[config.mk]
export PLATFORM = sky130hd
export DESIGN_NAME = m3_key_cmd_conditioner
export DESIGN_NICKNAME = d
export VERILOG_FILES = /design/src/rtl/m3_key_pkg.sv /design/src/rtl/m3_key_debounce_bit.sv /design/src/rtl/m3_key_cmd_conditioner.sv
export SDC_FILE = /design/constraint.sdc
export NUM_CORES = 1
export LEC_CHECK = 0
export BUFFER_PORTS_ARGS = -buffer_cell sky130_fd_sc_hd__buf_4
export CORE_UTILIZATION = 50
export CTS_CLUSTER_SIZE = 30
export DETAILED_ROUTE_END_ITERATION = 10
export GPL_TIMING_DRIVEN = 0
export PLACE_DENSITY = 0.78
export SLEW_MARGIN = 10
export SYNTH_ARGS = -nofsm -noshare
export SYNTH_HDL_FRONTEND = slang
export SYNTH_SLANG_ARGS = --single-unit
[constraint.sdc]
create_clock -name clkI -period 2 [get_ports clkI]
set_input_delay 0.4 -clock clkI [delete_from_list [all_inputs] [get_ports clkI]]
set_output_delay 0.4 -clock clkI [all_outputs]
set_load 0.01 [all_outputs]
[src/rtl/m3_key_pkg.sv]
// Shared key indices, repeat-FSM state type and counter sizing helper
// for the motor-command key conditioner.
package m3_key_pkg;

  localparam int KEY_START      = 0;
  localparam int KEY_FORCE_STOP = 1;
  localparam int KEY_INV_ROTATE = 2;
  localparam int KEY_SPD_DEC    = 3;
  localparam int KEY_SPD_INC    = 4;
  localparam int KEY_PWR_INC    = 5;
  localparam int KEY_PWR_DEC    = 6;

  localparam int NUM_KEYS = 7;
  localparam int NUM_REP  = 4;

  typedef enum logic [1:0] {
    IDLE   = 2'd0,
    HOLD   = 2'd1,
    REPEAT = 2'd2
  } rep_state_t;

  // Counter width able to hold 0..maxVal-1, never narrower than one bit.
  function automatic int cntWidth(input int maxVal);
    return (maxVal > 1) ? $clog2(maxVal) : 1;
  endfunction

endpackage

[src/rtl/m3_key_debounce_bit.sv]
// One key lane: 2-FF synchronizer, sample-tick debounce counter and
// rising-edge (press) detect on the debounced state.
module m3_key_debounce_bit
  import m3_key_pkg::*;
#(
  parameter int DEB_CNT        = 3,
  parameter bit KEY_ACTIVE_LOW = 1'b1
) (
  input  logic clkI,
  input  logic rstI,
  input  logic keyRawI,
  input  logic sampleTick,
  output logic stateO,
  output logic pressO
);

  localparam int DW = cntWidth(DEB_CNT);
  localparam logic [DW-1:0] DEB_LAST = DW'(DEB_CNT - 1);

  logic          sync1Reg;
  logic          sync2Reg;
  logic          stateReg;
  logic          statePrevReg;
  logic [DW-1:0] debCntReg;
  logic          sample;

  assign sample = KEY_ACTIVE_LOW ? ~sync2Reg : sync2Reg;

  always_ff @(posedge clkI) begin
    if (rstI) begin
      sync1Reg     <= 1'b0;
      sync2Reg     <= 1'b0;
      stateReg     <= 1'b0;
      statePrevReg <= 1'b0;
      debCntReg    <= '0;
    end else begin
      sync1Reg     <= keyRawI;
      sync2Reg     <= sync1Reg;
      statePrevReg <= stateReg;
      if (sampleTick) begin
        if (sample == stateReg) begin
          debCntReg <= '0;
        end else if (debCntReg >= DEB_LAST) begin
          // DEB_CNT consecutive differing samples seen: accept the new level
          stateReg  <= ~stateReg;
          debCntReg <= '0;
        end else begin
          debCntReg <= debCntReg + 1'b1;
        end
      end
    end
  end

  assign stateO = stateReg;
  assign pressO = stateReg & ~statePrevReg;

endmodule

[src/rtl/m3_key_cmd_conditioner.sv]
// Key front end: prescaler, 7 debounced key lanes, INC/DEC auto-repeat FSMs,
// conflict/forceStop gating and registered command outputs.
module m3_key_cmd_conditioner
  import m3_key_pkg::*;
#(
  parameter int CLK_PER_SAMPLE = 10000,
  parameter int DEB_CNT        = 3,
  parameter int REP_DELAY      = 50,
  parameter int REP_RATE       = 10,
  parameter bit KEY_ACTIVE_LOW = 1'b1
) (
  input  logic       clkI,
  input  logic       rstI,
  input  logic [6:0] keyRawI,
  output logic       m3startO,
  output logic       m3forceStopO,
  output logic       m3invRotateO,
  output logic       m3speedDECo,
  output logic       m3speedINCo,
  output logic       m3powerINCo,
  output logic       m3powerDECo,
  output logic [6:0] keyStateO
);

  localparam int PW = cntWidth(CLK_PER_SAMPLE);
  localparam int RW = cntWidth((REP_DELAY > REP_RATE) ? REP_DELAY : REP_RATE);
  localparam logic [PW-1:0] PRE_LAST   = PW'(CLK_PER_SAMPLE - 1);
  localparam logic [RW-1:0] DELAY_LAST = RW'(REP_DELAY - 1);
  localparam logic [RW-1:0] RATE_LAST  = RW'(REP_RATE - 1);

  logic [PW-1:0]         preCntReg;
  logic                  sampleTick;
  logic [NUM_KEYS-1:0]   keyState;
  logic [NUM_KEYS-1:0]   keyPress;
  logic [NUM_REP-1:0]    repPulse;
  logic [NUM_REP-1:0]    cmdReg;
  logic                  forceStop;
  logic                  speedConflict;
  logic                  powerConflict;

  assign sampleTick = (preCntReg >= PRE_LAST);

  always_ff @(posedge clkI) begin
    if (rstI)            preCntReg <= '0;
    else if (sampleTick) preCntReg <= '0;
    else                 preCntReg <= preCntReg + 1'b1;
  end

  for (genvar gi = 0; gi < NUM_KEYS; gi++) begin : gDeb
    m3_key_debounce_bit #(
      .DEB_CNT       (DEB_CNT),
      .KEY_ACTIVE_LOW(KEY_ACTIVE_LOW)
    ) uDeb (
      .clkI      (clkI),
      .rstI      (rstI),
      .keyRawI   (keyRawI[gi]),
      .sampleTick(sampleTick),
      .stateO    (keyState[gi]),
      .pressO    (keyPress[gi])
    );
  end

  assign forceStop     = keyState[KEY_FORCE_STOP];
  assign speedConflict = keyState[KEY_SPD_DEC] & keyState[KEY_SPD_INC];
  assign powerConflict = keyState[KEY_PWR_INC] & keyState[KEY_PWR_DEC];

  // Lane gi serves key KEY_SPD_DEC+gi: speedDEC, speedINC, powerINC, powerDEC.
  for (genvar gi = 0; gi < NUM_REP; gi++) begin : gRep
    localparam int KI = KEY_SPD_DEC + gi;

    rep_state_t    stateReg, stateNext;
    logic [RW-1:0] repCntReg, repCntNext;
    logic          pulse;
    logic          forceIdle;

    assign forceIdle = forceStop | ((gi < 2) ? speedConflict : powerConflict);

    always_ff @(posedge clkI) begin
      if (rstI) begin
        stateReg  <= IDLE;
        repCntReg <= '0;
      end else begin
        stateReg  <= stateNext;
        repCntReg <= repCntNext;
      end
    end

    always_comb begin
      stateNext  = stateReg;
      repCntNext = repCntReg;
      pulse      = 1'b0;
      if (!keyState[KI] || forceIdle) begin
        stateNext  = IDLE;
        repCntNext = '0;
      end else begin
        case (stateReg)
          IDLE: begin
            if (keyPress[KI]) begin
              pulse      = 1'b1;
              stateNext  = HOLD;
              repCntNext = '0;
            end
          end
          HOLD: begin
            if (sampleTick) begin
              if (repCntReg >= DELAY_LAST) begin
                pulse      = 1'b1;
                stateNext  = REPEAT;
                repCntNext = '0;
              end else begin
                repCntNext = repCntReg + 1'b1;
              end
            end
          end
          REPEAT: begin
            if (sampleTick) begin
              if (repCntReg >= RATE_LAST) begin
                pulse      = 1'b1;
                repCntNext = '0;
              end else begin
                repCntNext = repCntReg + 1'b1;
              end
            end
          end
          default: begin
            stateNext  = IDLE;
            repCntNext = '0;
          end
        endcase
      end
    end

    assign repPulse[gi] = pulse;
  end

  always_ff @(posedge clkI) begin
    if (rstI) begin
      m3startO     <= 1'b0;
      m3forceStopO <= 1'b0;
      m3invRotateO <= 1'b0;
      cmdReg       <= '0;
    end else begin
      m3startO     <= keyPress[KEY_START] & ~forceStop;
      m3forceStopO <= forceStop;
      if (keyPress[KEY_INV_ROTATE]) m3invRotateO <= ~m3invRotateO;
      cmdReg       <= repPulse;
    end
  end

  assign m3speedDECo = cmdReg[0];
  assign m3speedINCo = cmdReg[1];
  assign m3powerINCo = cmdReg[2];
  assign m3powerDECo = cmdReg[3];
  assign keyStateO   = keyState;

endmodule
==> impl_metrics.tcl <==
set metrics [dict create \
    synthXorXnorAreaFrac_pct 3.45 \
    drive_above_1_share_pct 25.0 \
    synthToLayoutAreaGrowth_pct 21.8 \
    netlist_instances 538 \
    dpl_worst_slack_ps -313 \
    period_minus_slack_ps 2000 \
    p_per_area_mw_per_mm2 554 \
    p_leak_nw 2.22 \
    fin_skew_ps 16.1 \
    power_switching_w 0.000818 \
    yosys.area.top_type "dfxtp_1" \
    rsz0062_at_grt "true" \
    viasPerCell 5.75 \
    num-fill-cells 770 \
    synth.avg_cell_area_um2 8.96 \
    hold_slack_ps 224 \
    peakVddDrop_mv 0.485 \
    cts_tree "yes" \
    grtUsageTotal_pct 22.3 \
    die_h_um 100 \
    wire_per_inst_um 15.4 \
    hp-class "in2reg" \
    synth-edff-count 0 \
    comb_power_share_pct 2.2 \
    clockBufferDepth 2 \
    numCtsBuffers 9 \
    first_pass_iters 4 \
    io_buffers 22 \
    drc_errors 0 \
    critical_path.endpoint_type "flop" \
    synthesis.nets 576 \
    status "finished clean" \
    grt-ovfl-total 0 \
    tightest_slew_ps 736 \
    synthFlopType "dfxtp_1" \
    synthSimpleGateAreaFrac_pct 24.7 \
    die_area_mm2 0.0100 \
    h-tree-depth 3 \
    crit_arrival_ps 2280 \
    layout_common_cells "dfxtp_1 (83), nand2_1 (55), buf_4 (55), nand3_1 (34), a21oi_1 (33)" \
    finalWorstSetupSlack_ps 1.57 \
    ios 23 \
    start_kind "flop" \
    synth_seq_cells 94 \
    syn_area_mm2 0.00482 \
    fmax_ghz 0.500 \
    ys_seq_area_share_pct 39.0 \
    p_sw_share_pct 25.2 \
    antenna_cells 0 \
    final_common_cell "dfxtp_1" \
    place.gp.congestion 0.814 \
    postLayoutCellArea_mm2 0.00587 \
    clock-sinks 94 \
    setup_viol 0 \
    hold_viol 0 \
    grt_start_max_net_pins 19 \
    clk_latency_ps 390 \
    synthArstFlopShare_pct 0 \
    synth_mux_area_share_pct 0.830 \
    yosysWarningCount 0 \
    cts.clk_slew.worst_paths_ps 100 \
    grt_pass1_wl_um 17900 \
    ys_types 56 \
    maxSlewHeadroom_pct 51.0 \
    synthAdderAreaFrac_pct 7.52 \
    core.rowCount 35 \
    clockRootBuffer "clkbuf_8" \
    path_class "reg2reg" \
    ant_nets 0 \
    fin_crit_sh_pct 99.9 \
    hpwl_um 7220 \
    layout.nets 636 \
    slew_violations 0 \
    pwr-share-clk_pct 39.6 \
    p_int_w 0.00243 \
    final.setup.tns_ps 0 \
    p_seq_share_pct 58.2 \
    synth_top_family_by_area "simple AND/OR/NAND/NOR gates" \
    dpl_cell_area_mm2 0.00515 \
    worst-path-max-fanout 5 \
    power_w 0.00325 \
    synth_compound_area_share_pct 19.7 \
    cp.required_ps 2280 \
    yosysTopAreaCellShare_pct 39.0 \
    first_global_vias 3876 \
    die_x_um 100 \
    maxCapViolCount 0 \
    vias 4206 \
    routed_wl_um 11300 \
    antenna_found_initial 0 \
    core_mm2 0.00928 \
    ys_top_cells_by_area "dfxtp_1 (39%), ha_1 (7.5%), nand2_1 (4.5%)" \
    drt-initial-drc-count 146 \
    floorplan.initialDensity_pct 51.9 \
]
[final cells by class]
cell class	instances	area (µm²)	area share (%)
sequential	94	1910	32.4
multi-input combinational	395	2980	50.7
buffer	32	190	3.24
tap	129	161	2.75
inverter	17	63.8	1.09
timing repair buffer	49	372	6.33
clock inverter	6	65.1	1.11
clock buffer	10	138	2.34
[final timing paths]
kind                             start               endpoint  slack [ps]  cells after the start
max               gRep[2].repCntReg[0]   gRep[2].repCntReg[3]           2                      8
min                         keyRawI[2]  gDeb[2].uDeb.sync1Reg         220                      2
max reg2reg       gRep[2].repCntReg[0]   gRep[2].repCntReg[3]           2                      8
min reg2reg  gDeb[0].uDeb.statePrevReg               m3startO         400                      1
[state kept, by name, summed over array words and instances, names as in the netlist]
register / flops
m3invRotateO: 1
gDeb.uDeb.statePrevReg: 6
m3forceStopO: 1
m3startO: 1
gDeb.uDeb.debCntReg: 14
preCntReg: 14
cmdReg: 4
gDeb.uDeb.stateO: 7
gDeb.uDeb.sync2Reg: 7
gDeb.uDeb.sync1Reg: 7
gRep.stateReg: 8
gRep.repCntReg: 24
[what timing repair did]
action | CTS | global route
buffers inserted | 7 | 20
hold buffers | 0 | 0
endpoints found under the setup margin | 46 | 49
pin swaps | 2 | 24
gates resized for setup | 37 | 48
[power groups by stage]
stage | Clock (W) | Combinational [W] | Sequential, W
after floorplan | 0 | 0.0000403 | 0.00194
after global placement | 0 | 0.0000638 | 0.00194
after detailed placement | 0 | 0.0000658 | 0.00194
after CTS | 0.00130 | 0.0000674 | 0.00190
after global routing | 0.00140 | 0.0000779 | 0.00190
final | 0.00129 | 0.0000702 | 0.00189
[logic make-up (layout without fill, tap and decap cells)]
family | count (synthesis) | in the layout
muxes | 4 | 4
xor gates and xnor gates | 19 | 19
adders and majority gates | 29 | 29
AOI/OAI and AO/OA | 124 | 124
DFF | 94 | 94
and+or+nand+nor | 219 | 219
buffers and inverters | 49 | 114
[worst max-delay path: stages, from the launching register on]
cell       delay (ps)
dfxtp_4           380
inv_1              60
ha_1              150
or3b_4            400
a2111oi_4         380
nor2_2            110
buf_4             150
o22a_1            220
o41ai_4            60
[stage by stage]
step / std cells / utilization [%]
floorplan: 538 / -
global placement: 689 / 55.5
detailed placement: 689 / 55.5
CTS: 712 / 59.7
global route: 732 / 63.3
finish: 732 / 63.3
[metal layers]
layer	part of all wire, %	track usage (%)	vias to the layer above
met1	45	28.2	2037
met5	0	0	-
met2	50	38.0	82
li1	-	-	2076
met3	3.5	4.81	11
met4	1.3	7.13	0
[synthesized netlist by cell type, types with 8 or more instances]
library cell	count
dfxtp_1	94
nand2_1	58
a21oi_1	35
nand3_1	34
nor2_1	32
ha_1	29
nor2b_1	24
nand3b_1	19
clkbuf_1	17
inv_1	17
o22a_1	12
xor2_1	12
a211oi_1	9
nor4b_1	9
and3_1	8
o21a_1	8
o31ai_1	8
Note: power is estimated with default switching activity, not from simulation.
